### src/rtl/seq_detect_param.sv
// Serial pattern detector with KMP fallback: Z is combinational, Y/X/COUNT/STATE update one edge after the bit.
// No backpressure: a bit on A is consumed on every CLK edge where B is high.
module seq_detect_param #(
    parameter int                   PATTERN_W = 4,
    parameter logic [PATTERN_W-1:0] PATTERN   = 4'b1011,
    parameter bit                   OVERLAP   = 1'b1,
    parameter int                   CNT_W     = 8,
    localparam int                  ST_W      = $clog2(PATTERN_W)
) (
    input  logic             CLK,
    input  logic             RST,
    input  logic             A,
    input  logic             B,
    input  logic             CLR,
    output logic             Y,
    output logic             Z,
    output logic             X,
    output logic [CNT_W-1:0] COUNT,
    output logic [ST_W-1:0]  STATE
);

    localparam logic [ST_W-1:0]  LAST_ST  = ST_W'(PATTERN_W - 1);
    localparam logic             LAST_BIT = PATTERN[0];
    localparam logic [CNT_W-1:0] CNT_MAX  = '1;

    // Bit i of the pattern in arrival order (i = 0 is received first).
    function automatic logic pat_bit(input int i);
        logic [PATTERN_W-1:0] sh;
        sh = PATTERN >> (PATTERN_W - 1 - i);
        return sh[0];
    endfunction

    // Prefix length reached after seeing bit a in state k: the longest border
    // of (pattern prefix of length k, a) that is also a proper pattern prefix.
    function automatic int next_len(input int k, input logic a);
        int   len;
        int   res;
        logic ok;
        logic sb;
        len = k + 1;
        res = 0;
        for (int j = PATTERN_W - 1; j >= 1; j--) begin
            if (res == 0 && j <= len) begin
                ok = 1'b1;
                for (int i = 0; i < j; i++) begin
                    sb = (len - j + i < k) ? pat_bit(len - j + i) : a;
                    if (sb != pat_bit(i)) begin
                        ok = 1'b0;
                    end
                end
                if (ok) begin
                    res = j;
                end
            end
        end
        if (!OVERLAP && k == PATTERN_W - 1 && a == pat_bit(k)) begin
            res = 0;
        end
        return res;
    endfunction

    logic [ST_W-1:0] nxt0_tbl [2**ST_W];
    logic [ST_W-1:0] nxt1_tbl [2**ST_W];

    for (genvar g = 0; g < 2**ST_W; g++) begin : g_tbl
        if (g < PATTERN_W) begin : g_live
            localparam int N0 = next_len(g, 1'b0);
            localparam int N1 = next_len(g, 1'b1);
            assign nxt0_tbl[g] = ST_W'(N0);
            assign nxt1_tbl[g] = ST_W'(N1);
        end else begin : g_pad
            assign nxt0_tbl[g] = '0;
            assign nxt1_tbl[g] = '0;
        end
    end

    logic [ST_W-1:0]  state_q, state_d;
    logic [CNT_W-1:0] cnt_q, cnt_d;
    logic             y_q, y_d;
    logic             x_q, x_d;
    logic             complete;

    always_comb begin
        complete = B && (state_q == LAST_ST) && (A == LAST_BIT);
        state_d  = state_q;
        if (B) begin
            state_d = A ? nxt1_tbl[state_q] : nxt0_tbl[state_q];
        end
        y_d   = complete;
        x_d   = (state_d != '0);
        cnt_d = cnt_q;
        // Clear takes priority over a match landing on the same edge.
        if (CLR) begin
            cnt_d = '0;
        end else if (complete && cnt_q != CNT_MAX) begin
            cnt_d = cnt_q + 1'b1;
        end
    end

    always_ff @(posedge CLK or negedge RST) begin
        if (!RST) begin
            state_q <= '0;
            cnt_q   <= '0;
            y_q     <= 1'b0;
            x_q     <= 1'b0;
        end else begin
            state_q <= state_d;
            cnt_q   <= cnt_d;
            y_q     <= y_d;
            x_q     <= x_d;
        end
    end

    assign Z     = RST && complete;
    assign Y     = y_q;
    assign X     = x_q;
    assign COUNT = cnt_q;
    assign STATE = state_q;

endmodule

### config.mk
export PLATFORM = sky130hd
export DESIGN_NAME = seq_detect_param
export DESIGN_NICKNAME = d
export VERILOG_FILES = /design/src/rtl/seq_detect_param.sv
export SDC_FILE = /design/constraint.sdc
export NUM_CORES = 1
export LEC_CHECK = 0
export ABC_AREA = 0
export CORE_MARGIN = 5
export CORE_UTILIZATION = 42
export CTS_BUF_LIST = sky130_fd_sc_hd__clkbuf_2 sky130_fd_sc_hd__clkbuf_4 sky130_fd_sc_hd__clkbuf_8
export CTS_CLUSTER_SIZE = 40
export DETAILED_ROUTE_END_ITERATION = 8
export PLACE_DENSITY = 0.76
export SYNTH_ARGS = -nofsm -noshare
export SYNTH_HDL_FRONTEND = slang
export SYNTH_SLANG_ARGS = --single-unit
### constraint.sdc
create_clock -name CLK -period 1.5 [get_ports CLK]
set_input_delay 0.225 -clock CLK [delete_from_list [all_inputs] [get_ports CLK]]
set_output_delay 0.225 -clock CLK [all_outputs]
set_load 0.01 [all_outputs]
After elaboration in Yosys (flattened, before gate mapping)
Cells that the tools add are included.
{"block": "op_classes", "n_addsub": 1, "n_lt_le_gt_ge": 1, "eq_ne": 2, "muxes": 10, "bitwise_logic": 1, "reduce_logical": 6}
{"operator": "8-bit 2-to-1 mux", "count": 2}
{"operator": "2-bit 2-to-1 mux", "count": 6}
{"operator": "8-bit by 1-bit adder with 8-bit output (second input constant)", "count": 1}
{"operator": "2-bit binary-select mux with 2-bit select", "count": 2}
{"operator": "8-bit inequality test (second input constant)", "count": 1}
{"operator": "1-bit logical AND", "count": 4}
{"operator": "2-bit nonzero test", "count": 2}
{"operator": "3-bit greater-or-equal comparator (second input constant)", "count": 1}
{"operator": "2-bit inverter with 3-bit output", "count": 1}
{"operator": "2-bit equality test (second input constant)", "count": 1}
{"block": "totals", "reg_bits": 12, "inputBits": 5, "word_cells": 25}

Depth between registers and ports, before layout
{"block": "logic_depth", "ltp_word": 7, "ltp_mapped": 5, "ltp_nobuf": 5}

Least setup slack after synthesis
OpenSTA, ideal clock, no wires.
{"block": "synth_timing", "path_type": "flip-flop to flip-flop", "startpoint": "register cnt_q[0], in the netlist COUNT[0]", "endpoint": "register cnt_q[5], in the netlist COUNT[5]", "setup_time_ns": 0.078, "t_arrival_ns": 1.511, "required_ns": 1.422, "path_slack_ns": -0.089, "path_stages_with_launch": 6, "synth_period_minus_slack_ns": 1.589, "cell_sequence": "dfrtp_1 -> ha_1 -> nand4_2 -> o21ai_2 -> or4_1 -> a21oi_1"}
{"block": "synth_via", "elab_chain_cells": 3}
{"item": "from (decl)", "line": "78", "text": "logic [CNT_W-1:0] cnt_q, cnt_d;"}
{"item": "from (signal assigned)", "line": "108", "text": "cnt_q <= cnt_d;"}
{"item": "8-bit by 1-bit adder with 8-bit output or 8-bit inequality test (tied branches)", "line": "96, 95"}
{"item": "8-bit 2-to-1 mux or 1-bit logical AND (tied branches)", "line": "95", "text": "end else if (complete && cnt_q != CNT_MAX) begin"}
{"item": "8-bit 2-to-1 mux or 2-bit nonzero test (tied branches)"}
Parallel ways exist; a longest one is shown, timed or not. The select of a mux whose other input is x is not followed.
A chain may end at the register's enable or synchronous reset.

Worst setup path after layout
{"block": "layout_timing", "startpoint": "register cnt_q[1], in the netlist COUNT[1]", "endpoint": "register cnt_q[5], in the netlist COUNT[5]"}
Same word-level chain as after synthesis.

==> impl_results.md <==
- Outcome: finished clean
- TritonCTS Sinks: 12
- Post-synth EDFFs: 0
- Clock tree buffer depth: 2
- P_leak: about 0.53 nW
- R2R Setup Slk: about 0.033 ns
- Layout cells sized above 1: between 30% and 40%
- GPL Wtd Cong: approximately 0.82
- Vias in the first global route: 584
- # DRC: 0
- Fmax achieved: 681.6 MHz
- Syn. warnings: 0
- Avg Cell Area, Syn: 10.03 sq um
- Family with the most delay on the worst path: simple AND/OR/NAND/NOR gates
- Async SR Flop Fraction: 100.0%
- Clock buffers created by TritonCTS: 3
- Die Wd: between 40 and 50 um
- Row count: 13
- DIE AREA: approximately 2300 sq um
- Antenna violations before repair: 0
- Syn_nets: 65
- Largest net degree at the start of global routing: 13
- Final min period: approximately 1.5 ns
- Crit Path Category: register to register
- Crit-path max FO: 3
- Cell Area, Synth: 591.8 sq um
- Multi-input logic area: between 300 and 400 sq um
- Main synth FF type: dfrtp_1
- Final Hold Fails: 0
- Sequential area share after synthesis: 50.74%
- Combinational power share: 14.6%
- Reg2reg start: COUNT[1]
- Detail Placement HPWL: 1.149 mm
- CP Launch Type: register
- Antenna cell count: 0
- FILL cells: 92
- WP buf/inv: 0
- Area growth, synth to finish: 62.37%
- Initial DRC Count: 23
- Die height: 47.54 um
- CP max stage cell: or4_4
- Global Route Usage Sum: 15.96%
- Final period util: 97.81%
- Final worst slack: 0.03291 ns
- # H-tree levels: 1
- Seq cells post-synth: 12
- Synth unique cells: 26
- Internal: 0.5052 mW
- Final Skew: 0.004424 ns
- Hold/Removal Path Class: input port to asynchronous set/reset pin
- CP endpoint kind: register
- Clock transition at the registers of the reported paths: roughly 0.08 ns
- Critical path arrival: roughly 1.7 ns
- # port buffers: 17
- Clock power frac: 33.9%
- Sequential Power Share: 51.5%
- Crit Reg-Reg Endpoint: COUNT[5]
- Avg Vias per Cell: 5.565
- Dpl ws: -0.3392 ns
- Slew @ Worst Pin: 0.3151 ns
- Core ar.: 1318 sq um
- Ports: 18
- Final Setup Violations: 0
- Starting density of the core: 44.92%
- Post-Synthesis Cells: around 60
- Net switching power: 0.1568 mW
- Gr busiest metal: met2
- Max-slew headroom: 78.93%
- CTS tree: built
- Final slew viol count: 0
- Latest clock arrival within the worst-skew pair: 0.26 ns
- Final Util: 72.93%
- Nets@finish: 100
- PD cells: 688.9 nW/um^2
- Cell at the root of the clock tree: clkbuf_4
- Slowest stage delay, CP: about 0.48 ns
- GR Layer Usage met3: 4.135%
- Hold Buf Count CTS: 0
- Met1 GRT Util: 17.16%
- Avg WL per Cell: 15.69 um
- DRT Wirelength: 1.695 mm
- First-pass GRT wire length: 2.484 mm
- RSZ-0062 raised after global routing: yes
- Sequential Area: between 300 and 400 sq um
- Worst endpoint required time: 1.69 ns
- R2R cell count: 5
- IR drop worst, VDD: 0.3730 mV
- Met2 GRT Util: 28.34%
- Drt pass-1 iters: 4
- Vias after detailed routing: 601
- Max cap viols: 0
- CP cell instances: ha_4 > nand4_4 > o21ai_2 > or4_4 > a21oi_2
- Net Sw Frac: 23.69%
- Post-DRT Antenna Nets: 0
- Total gr overflow: 0
-- through the flow --
stage          TNS [ns]  cell area [sq um]  std cells  hold slack [ns]  power (mW)
2_1_floorplan         0              615.6         59         -0.07059      0.3777
3_3_place_gp    -0.8133              890.9        102           0.5713      0.4456
3_5_place_dp    -0.9359              890.9        102           0.5782      0.4475
4_1_cts               0              929.6        108           0.2857      0.6645
5_1_grt        -0.03775              960.9        108           0.2906      0.6933
6_report              0              960.9        108           0.2910      0.6620
-- registers in the layout, summed over array words and instances (netlist names) --
register and count:
COUNT 8, STATE 2, X 1, Y 1
-- worst reg2reg max path: cells and delay by family, from the launching register on --
family | cells | cell delay, ns
DFF | 1 | 0.43
and+or+nand+nor | 2 | 0.57
adders and majority gates | 1 | 0.18
AOI/OAI and AO/OA | 2 | 0.21
-- repair_timing --
| item | CTS | global route |
|---|---|---|
| resized for setup | 11 | 9 |
| pin swaps | 1 | 3 |
| setup endpoints to repair | 9 | 7 |
| buffers inserted | 2 | 0 |
| cloned | 0 | 0 |
-- cells in the final DEF (no fill, tap or decap), types with 4 or more instances in the layout --
cell type,n
buf_4,14
clkdlybuf4s50_1,7
dlygate4sd2_1,4
nor2_1,7
nand2_1,5
clkbuf_4,4
dlymetal6s2s_1,5
dfrtp_2,5
nand3_1,4
dfrtp_1,7
-- cells by family after synthesis --
group	count (synthesis)	share of synthesized area [%]
flip-flops	12	50.74
buffers and inverters	5	3.381
multiplexers	3	5.285
AND/OR/NAND/NOR	24	21.78
adder cells (fa/ha/maj)	1	2.114
AO/OA/AOI/OAI	11	12.26
XOR/XNOR	3	4.441
-- synth_stat cells (2+ instances only) --
cell type   n  area, sq um
dfrtp_1    12        300.3
nor2_1      7        26.28
nand2_1     5        18.77
nand3_1     4        20.02
inv_1       3        11.26
xor2_1      3        26.28
a21oi_1     2        10.01
mux2i_1     2        20.02
nand4_2     2        25.02
o211ai_1    2        15.01
o21ai_0     2        10.01
-- power groups by stage --
stage               logic [mW]  registers (mW)  clock network (mW)
floorplan               0.0210           0.357                   0
global placement        0.0979           0.348                   0
detailed placement      0.0998           0.348                   0
CTS                     0.0944           0.342               0.229
global route             0.103           0.342               0.248
finish                  0.0965           0.341               0.224
-- how the worst max path moves through the flow --
stage                to      from  slack, ns  cells past startpoint
2_1_floorplan  COUNT[5]  COUNT[0]      0.002                      5
5_1_grt        COUNT[5]  COUNT[5]      -0.04                      5
6_report       COUNT[5]  COUNT[1]       0.03                      5
3_3_place_gp          Z         B      -0.29                      5
4_1_cts        COUNT[5]  COUNT[0]       0.01                      5
3_5_place_dp          Z         B      -0.34                      5
-- layout make-up --
| type | count | share of cell area [%] |
|---|---|---|
| clock buffer | 4 | 3.125 |
| inverter | 4 | 1.693 |
| multi-input combinational | 42 | 32.42 |
| sequential | 12 | 31.90 |
| tap | 15 | 1.953 |
| timing repair buffer | 31 | 28.91 |
-- layer usage --
| layer | vias to the layer above | wire [um] |
|---|---|---|
| met5 | - | 0 |
| met4 | 0 | 17 |
| met3 | 4 | 119 |
| met2 | 33 | 879 |
| met1 | 285 | 679 |
| li1 | 279 | - |
No activity file was read; power rests on OpenSTA's default activity.
